`src/rtl/wb_arbiter.sv`:
```
// Write-back arbiter: single-cycle ALU results take priority over queued multi-cycle
// results, which drain in idle ALU slots; newer ALU writes squash stale queued writes.
module wb_arbiter #(
  parameter int FIFO_DEPTH = 4
) (
  input  logic                          clk,
  input  logic                          reset,
  input  logic                          alu_valid,
  input  logic [4:0]                    alu_addr,
  input  logic [31:0]                   alu_data,
  input  logic                          ext_valid,
  output logic                          ext_ready,
  input  logic [4:0]                    ext_addr,
  input  logic [31:0]                   ext_data,
  output logic [31:0]                   write_result,
  output logic [4:0]                    write_addr,
  output logic                          register_write,
  output logic                          pending,
  output logic [$clog2(FIFO_DEPTH):0]   level
);

  localparam int AW = $clog2(FIFO_DEPTH);
  localparam int LW = AW + 1;
  localparam logic [LW-1:0] FULL = LW'(FIFO_DEPTH);

  logic [4:0]            addr_q [FIFO_DEPTH];
  logic [31:0]           data_q [FIFO_DEPTH];
  logic [FIFO_DEPTH-1:0] live_q, live_d;
  logic [AW-1:0]         rd_ptr_q, rd_ptr_d, wr_ptr_q, wr_ptr_d;
  logic [LW-1:0]         count_q, count_d;
  logic [31:0]           write_result_q, write_result_d;
  logic [4:0]            write_addr_q, write_addr_d;
  logic                  register_write_q, register_write_d;
  logic                  alu_eff, push, pop;

  assign ext_ready      = !reset && (count_q != FULL);
  assign alu_eff        = alu_valid && (alu_addr != 5'd0);
  assign push           = ext_valid && ext_ready && (ext_addr != 5'd0);
  assign pop            = !alu_eff && (count_q != '0);

  assign write_result   = write_result_q;
  assign write_addr     = write_addr_q;
  assign register_write = register_write_q;
  assign level          = count_q;
  assign pending        = (count_q != '0);

  always_comb begin
    live_d           = live_q;
    rd_ptr_d         = rd_ptr_q;
    wr_ptr_d         = wr_ptr_q;
    count_d          = count_q;
    write_result_d   = write_result_q;
    write_addr_d     = write_addr_q;
    register_write_d = 1'b0;

    for (int unsigned i = 0; i < FIFO_DEPTH; i++) begin
      if (alu_eff && (addr_q[AW'(i)] == alu_addr)) live_d[AW'(i)] = 1'b0;
    end
    // Push is applied after squash so a same-cycle enqueue stays live (it is younger).
    if (push) begin
      live_d[wr_ptr_q] = 1'b1;
      wr_ptr_d         = wr_ptr_q + 1'b1;
    end

    if (alu_eff) begin
      register_write_d = 1'b1;
      write_addr_d     = alu_addr;
      write_result_d   = alu_data;
    end else if (pop) begin
      register_write_d = live_q[rd_ptr_q];
      write_addr_d     = addr_q[rd_ptr_q];
      write_result_d   = data_q[rd_ptr_q];
      rd_ptr_d         = rd_ptr_q + 1'b1;
    end

    case ({push, pop})
      2'b10:   count_d = count_q + 1'b1;
      2'b01:   count_d = count_q - 1'b1;
      default: count_d = count_q;
    endcase
  end

  always_ff @(posedge clk) begin
    if (reset) begin
      live_q           <= '0;
      rd_ptr_q         <= '0;
      wr_ptr_q         <= '0;
      count_q          <= '0;
      write_result_q   <= '0;
      write_addr_q     <= '0;
      register_write_q <= 1'b0;
    end else begin
      live_q           <= live_d;
      rd_ptr_q         <= rd_ptr_d;
      wr_ptr_q         <= wr_ptr_d;
      count_q          <= count_d;
      write_result_q   <= write_result_d;
      write_addr_q     <= write_addr_d;
      register_write_q <= register_write_d;
    end
  end

  // Payload storage needs no reset; validity is tracked by count and live bits.
  always_ff @(posedge clk) begin
    if (push) begin
      addr_q[wr_ptr_q] <= ext_addr;
      data_q[wr_ptr_q] <= ext_data;
    end
  end

endmodule

```
`config.mk`:
```
export PLATFORM = sky130hd
export DESIGN_NAME = wb_arbiter
export DESIGN_NICKNAME = d
export VERILOG_FILES = /design/src/rtl/wb_arbiter.sv
export SDC_FILE = /design/constraint.sdc
export NUM_CORES = 1
export LEC_CHECK = 0
export CAP_MARGIN = 5
export CORE_AREA = 5 5 114 170
export CTS_BUF_LIST = sky130_fd_sc_hd__clkbuf_4 sky130_fd_sc_hd__clkbuf_8
export CTS_CLUSTER_SIZE = 25
export DETAILED_ROUTE_END_ITERATION = 16
export DIE_AREA = 0 0 119 175
export GPL_TIMING_DRIVEN = 1
export PLACE_DENSITY = 0.68
export SYNTH_ARGS = -nofsm -noshare
export SYNTH_HDL_FRONTEND = slang
export SYNTH_SLANG_ARGS = --single-unit
```
`constraint.sdc`:
```
create_clock -name clk -period 3.35 [get_ports clk]
set_input_delay 0.67 -clock clk [delete_from_list [all_inputs] [get_ports clk]]
set_output_delay 0.67 -clock clk [all_outputs]
set_load 0.05 [all_outputs]
```
==> metrics.md, run 1 <==
| Metric | Value |
|---|---|
| GPL Wtd Cong | `approximately 0.8` |
| Worst slew pin tran | `0.530 ns` |
| Core Rows | `60` |
| Final setup viols | `0` |
| DRT antenna net count | `0` |
| Final hold slack | `0.484 ns` |
| Most common flop cell mapped by yosys | `edfxtp_1` |
| Post-layout min period | `about 2.9 ns` |
| Post-synth EDFFs | `148` |
| Library cells used by synthesis | `33` |
| Sw Ratio | `0.345` |
| Worst min path class | `reg2reg` |
| Required time worst endpoint | `3.74 ns` |
| Synth area leader | `edfxtp_1` |
| Critical Path Sink Type | `register` |
| Average vias per placed instance | `about 5.5` |
| Clock Tree Buf Depth | `2` |
| RSZ-0062 raised after global routing | `false` |
| Asr flop ratio synth | `0` |
| Tcrit/Tclk final | `0.852` |
| Max Cap Viol | `0` |
| Area delta synth->final | `24.6%` |
| Die ar. | `20,800 sq um` |
| Leakage | `0.00320 uW` |
| Vias in the first global route | `slightly above 5,000` |
| Register area share after synthesis | `0.697` |
| GR Util All Layers | `0.172` |
| Chip width | `119 um` |
| Post-DP HPWL | `approximately 12,000 um` |
| Most common cell in the synthesized netlist | `edfxtp_1` |
| Hold_buf cts | `0` |
| CTS sink count | `199` |
| TritonCTS clock tree | `built` |
| Skew-Pair Late Insertion Delay | `0.46 ns` |
| Synth Warn # | `0` |
| Power Dens Cells | `655 nW/um^2` |
| Fin. max-slew vios | `0` |
| Clock slew at reported path FFs | `0.10 ns` |
| Cell Area, Synth | `7840 sq um` |
| Syn_area_per_cell | `15.5 sq um` |
| Top-area cell type share of the netlist area | `0.567` |
| Total number of vias | `4,761` |
| Pin count of the biggest net entering global routing | `40` |
| Post-Route Utilization | `0.551` |
| Setup bufs post-CTS | `0` |
| Crit-path max FO | `2` |
| Total I/O pin count | `121` |
| TritonRoute pass-1 iters | `4` |
| Startpoint Class | `primary input` |
| Post-cts resize count | `0` |
| Initial antenna violation count | `0` |
| Clock power share | `0.225` |
| Total routed wirelength | `17,800 um` |
| WS Path Type | `in2reg` |
| First-pass GRT wire length | `approximately 28,000 um` |
| Critical Path AT | `3.25 ns` |
| Logic pwr share | `0.312` |
| Synth Net Count | `591` |
| Synth top area cells | `edfxtp_1 (57%), dfxtp_1 (13%), mux4_2 (11%)` |
| Clk root buf | `clkbuf_8` |
| CTS H-tree lvls | `4` |
| Core ar. | `17,700 sq um` |
| Setup total negative slack | `0 ns` |
| Slew headroom | `0.646` |
| Endpoints failing hold | `0` |
| Cell-internal power | `4190 uW` |
| Initial core utilization | `0.442` |
| Cts bufs inserted | `17` |
| Wirelength per Cell | `between 20 and 25 um` |
| Max frequency | `350 MHz` |
| Post-route clock skew | `0.0187 ns` |
| Chip height | `between 150 and 200 um` |
| Worst VDD drop | `between 300 and 400 uV` |
| Status | `completed` |
| DRC viols | `0` |
| Sequential fraction of design power | `0.463` |
| Most frequent cells after synthesis | `edfxtp_1 (148), dfxtp_1 (51), a21oi_1 (46)` |
| Yosys reg bits | `199` |
| Gate count of the mapped netlist | `about 510` |
| Grt ovf | `0` |
| Initial detailed-routing violation count | `225` |
| PortBufs | `120` |
| Antenna diodes | `0` |
| # nets final | `720` |
| Ratio of cells with drive above 1 in the final layout | `0.171` |
| Net Sw Power | `2200 uW` |
## per-layer routing
metal,share of wire,vias to the layer above,GRT usage
li1,-,2181,-
met1,0.39,2413,0.206
met2,0.54,150,0.309
met3,0.056,17,0.0337
met4,0.012,0,0.0580
met5,0,-,0
## power by group through the flow
| stage | combinational, uW | clock, uW | sequential [uW] |
|---|---|---|---|
| after floorplan | 980 | 0 | 3340 |
| after global placement | 1980 | 0 | 3010 |
| after detailed placement | 2010 | 0 | 3020 |
| after CTS | 2020 | 1470 | 2970 |
| after global routing | 2130 | 1580 | 2990 |
| final | 2000 | 1440 | 2960 |
## final timing paths
| kind | slack, ns | end | startpoint | cells after the start |
|---|---|---|---|---|
| worst max register to register | 0.84 | level[2] | level[2] | 10 |
| worst max-delay path | 0.49 | level[2] | alu_addr[1] | 10 |
| worst min-delay path | 0.48 | live_q[1] | live_q[1] | 2 |
| worst min register to register | 0.48 | live_q[1] | live_q[1] | 2 |
## layout make-up
type | count | area (sq um)
well taps | 217 | 272
clock inverters | 13 | 113
fillers | 1425 | 7950
multi-input cells | 260 | 2170
repair buffers | 146 | 1440
clock buffers | 19 | 262
flip-flops and latches | 199 | 5470
inverters | 12 | 45.0
## kinds of logic after synthesis
| logic type | share of synthesized area |
|---|---|
| compound gates | 0.0771 |
| fa+ha+maj | 0.0105 |
| flops | 0.697 |
| mux | 0.112 |
| simple gates | 0.0511 |
| buf+inv | 0.0273 |
| xor+xnor | 0.0246 |
## metrics by stage
step | setup WS [ns] | instances | area, sq um | power, uW
floorplan | 0.192 | 507 | 7840 | 4320
global placement | 0.0542 | 834 | 9400 | 4990
detailed placement | 0.00448 | 834 | 9400 | 5030
CTS | 0.504 | 866 | 9770 | 6460
global route | 0.375 | 866 | 9770 | 6700
finish | 0.495 | 866 | 9770 | 6400
## critical path, cell delays in order
cell and delay [ns]:
clkdlybuf4s50_1 0.49, or4_4 0.57, o21a_2 0.22, nor2_1 0.10, ha_1 0.18, inv_1 0.06, fa_1 0.37, xor2_1 0.15
or3_1 0.30, a21oi_1 0.14
## registers in the layout (all words and copies together) (netlist names), named ones only
register and count:
level 3, register_write 1, live_q 4, write_addr 5, write_result 32, rd_ptr_q 2
wr_ptr_q 2, addr_q 20, data_q 128
## cells in the final DEF (no fill, tap or decap), types with 2 or more instances in the layout
| cell | Yosys | final |
|---|---|---|
| a211oi_1 | 36 | 36 |
| a21oi_1 | 46 | 46 |
| a22oi_1 | 2 | 2 |
| buf_12 | 0 | 4 |
| buf_4 | 7 | 23 |
| clkbuf_8 | 0 | 19 |
| clkdlybuf4s50_1 | 0 | 118 |
| clkinv_4 | 0 | 4 |
| clkinvlp_4 | 0 | 2 |
| dfxtp_1 | 51 | 49 |
| dfxtp_2 | 0 | 2 |
| edfxtp_1 | 148 | 148 |
| ha_1 | 5 | 5 |
| inv_1 | 12 | 7 |
| inv_2 | 0 | 4 |
| inv_6 | 0 | 4 |
| inv_8 | 0 | 2 |
| mux2_2 | 2 | 2 |
| mux4_2 | 38 | 38 |
| nand2_1 | 36 | 36 |
| nand3_1 | 11 | 11 |
| nor2_1 | 43 | 43 |
| o41ai_1 | 4 | 4 |
| xnor2_1 | 12 | 12 |
| xor2_1 | 10 | 10 |
Note: power is estimated with default switching activity, not from simulation.
==> inputs of run 2 (changes only) <==
CAP_MARGIN = unset   (was 5)
PLACE_DENSITY = unset   (was 0.68)
PLACE_DENSITY_LB_ADDON = 0.12   (was unset)
==> run 2 against run 1 <==
  * Final cell count fell by 0.35%
  * Worst hold slack got worse by 0.016 ns
  * Highest routed layer unchanged
  * Largest power group unchanged
  * Core utilization grew 0.35 points
  * Sequential share of layout area shrank 0.36 points
  * Critical path type unchanged
  * Largest cell class unchanged
  * Critical path depth unchanged
  * Count of clock-buffer cells in the layout fell by 1
  * Clock skew decreased by 0.00056 ns
  * Critical endpoint unchanged
==> metrics.md, run 2 (same netlist as run 1, synthesis figures left out) <==
| Metric | Value |
|---|---|
| Status | `completed` |
| GPL Wtd Cong | `0.774 (-5.6%)` |
| Area delta synth->final | `25.4%` |
| Critical path cell sequence | `clkdlybuf4s50_1, or4_4, o21a_2, nor2_1, ha_1, inv_1, fa_1, xor2_1, or3_1, a21oi_1` |
| Max FFs per register | `128 (unchanged)` |
| PortBufs | `120 (unchanged)` |
| CTS H-tree lvls | `4 (unchanged)` |
| TritonRoute pass-1 iters | `4 (unchanged)` |
| Total number of vias | `4,713 (-1.0%)` |
| Startpoint Class | `primary input` |
| Cts bufs inserted | `17 (unchanged)` |
| Crit-path max cell delay | `0.57 ns (about the same)` |
| Post-layout min period | `2.91 ns (+0.0590 ns)` |
| Placement Setup Slack | `-0.0633 ns (-0.0678 ns)` |
| Final setup viols | `0 (unchanged)` |
| Total I/O pin count | `121 (unchanged)` |
| Clock Tree Buf Depth | `2 (unchanged)` |
| Worst min path class | `reg2reg` |
| Post-Route Utilization | `0.555 (+0.00353)` |
| Met1 usage | `0.223 (+0.0175)` |
| Met3 Use GR | `0.0398 (+0.00615)` |
| Hold path cells | `2 (unchanged)` |
| RSZ-0062 raised after global routing | `false` |
| Average vias per placed instance | `5.46 (-0.66%)` |
| Crit. Startpoint | `alu_addr[1]` |
| Clock power share | `0.230 (+0.005)` |
| Post-route clock skew | `0.0182 ns (-0.000562 ns)` |
| DRT antenna net count | `0 (unchanged)` |
| R2r worst-path depth | `10 (unchanged)` |
| Biggest register | `data_q` |
| CTS sink count | `199 (unchanged)` |
| Skew-Pair Late Insertion Delay | `0.45 ns (about the same)` |
| Crit-path leading delay family | `simple AND/OR/NAND/NOR gates` |
| Most frequent cells in the layout | `edfxtp_1 (148), clkdlybuf4s50_1 (118), dfxtp_1 (49)` |
| Fin. max-slew vios | `0 (unchanged)` |
| End of the worst register-to-register path | `level[2]` |
| Busiest grt layer | `met2` |
| Initial core utilization | `0.442 (unchanged)` |
| Die ar. | `20,800 sq um (unchanged)` |
| Vias in the first global route | `5,097 (-0.29%)` |
| Commonest non-fill, non-tap cell in the layout | `edfxtp_1` |
| Slew headroom | `0.529 (-0.117)` |
| WS Path Type | `in2reg` |
| Sw Ratio | `0.342 (-0.00271)` |
| GRT met2 Usage | `0.307 (-0.00189)` |
| Sequential fraction of design power | `0.462 (about the same)` |
| Max frequency | `343 MHz (-2.0%)` |
| Antenna diodes | `0 (unchanged)` |
| GR Util All Layers | `0.177 (+0.00483)` |
| Core Rows | `60 (unchanged)` |
| Hold_buf cts | `0 (unchanged)` |
| Hold Path Sink | `live_q[1]` |
| Endpoints failing hold | `0 (unchanged)` |
| Worst Path Buf+Inv | `2 (unchanged)` |
| Leakage | `0.00320 uW (+0.11%)` |
| Grt ovf | `0 (unchanged)` |
| DRC viols | `0 (unchanged)` |
| Setup bufs post-CTS | `0 (unchanged)` |
| Required time worst endpoint | `3.73 ns (about the same)` |
| Post-route worst setup slack | `0.436 ns (-0.0590 ns)` |
| Critical R2R Launch | `level[2]` |
| Post-cts resize count | `0 (unchanged)` |
| Chip width | `119 um (unchanged)` |
| Min-delay src | `live_q[1]` |
| Ratio of cells with drive above 1 in the final layout | `0.166 (-0.00540)` |
| Worst slew pin tran | `0.707 ns (+0.177 ns)` |
| Max Cap Viol | `0 (unchanged)` |
| Tcrit/Tclk final | `0.870 (+0.0176)` |
| Total chip power | `6440 uW (+0.66%)` |
| Pin count of the biggest net entering global routing | `40 (unchanged)` |
| Crit-path max FO | `2 (unchanged)` |
| First-pass GRT wire length | `28,300 um (+2.8%)` |
| Initial antenna violation count | `0 (unchanged)` |
| TritonCTS clock tree | `built` |
| Clock slew at reported path FFs | `0.10 ns (about the same)` |
| Net Sw Power | `2200 uW (-0.14%)` |
| Clk root buf | `clkbuf_8` |
| Critical Path AT | `3.29 ns (+0.04 ns)` |
| Chip height | `175 um (unchanged)` |
| Cell-internal power | `4240 uW (+1.1%)` |
| Power Dens Cells | `655 nW/um^2 (about the same)` |
| Slowest cell on crit path | `or4_4` |
| Worst VDD drop | `330 uV (-6.6%)` |
| Critical Path Sink Type | `register` |
| Core ar. | `17,700 sq um (unchanged)` |
| R2R Setup Slk | `0.88 ns (+0.04 ns)` |
| Logic pwr share | `0.307 (-0.005)` |
| Initial detailed-routing violation count | `296 (+32%)` |
| Total routed wirelength | `17,900 um (+0.42%)` |
| Post-DP HPWL | `11,700 um (-0.71%)` |
| Wirelength per Cell | `20.7 um (+0.77%)` |
| # nets final | `717 (-0.42%)` |
==> run 2: power groups by stage <==
stage               clock network, uW  logic, uW  registers [uW]
finish                           1480       1980            2980
global route                     1620       2140            3010
CTS                              1520       2020            2980
detailed placement                  0       2010            3040
global placement                    0       1990            3030
floorplan                           0        980            3340
==> run 2: worst max-delay path by stage <==
stage               endpoint  cells past startpoint
global route        level[2]                     10
CTS                 level[2]                     10
global placement    level[2]                     10
floorplan           level[2]                     12
finish              level[2]                     10
detailed placement  level[2]                     10
==> run 2: worst register-to-register path: stages, from the launching register on <==
cell      delay, ns
dfxtp_1        0.41
nor3b_1        0.38
a211oi_1       0.12
and2_1         0.20
inv_1          0.06
ha_1           0.17
inv_1          0.06
fa_1           0.37
xor2_1         0.15
or3_1          0.31
a21oi_1        0.16
==> run 2: routing by layer <==
metal,vias to the layer above,wire (um)
li1,2188,-
met3,11,899
met5,-,0
met4,0,166
met1,2381,7360
met2,133,9460
==> run 2: final cells by class <==
type	count	area, sq um
fillers	1459	7890
repair buffers	143	1490
well taps	217	272
flip-flops and latches	199	5470
multi-input cells	260	2170
clock inverters	14	143
inverters	12	45.0
clock buffers	18	241
==> run 2: stage by stage <==
stage	cells	hold WS [ns]	area, sq um	setup TNS (ns)
2_1_floorplan	507	0.439	7840	0
3_3_place_gp	831	0.471	9450	0
3_5_place_dp	831	0.456	9450	-0.0633
4_1_cts	863	0.469	9830	0
5_1_grt	863	0.489	9830	0
6_report	863	0.468	9830	0
==> inputs of run 3 (changes only) <==
SKIP_CTS_REPAIR_TIMING = 1   (was unset)
==> results of run 3 <==
Final layout, timing and power as in run 2 (identical DEF).
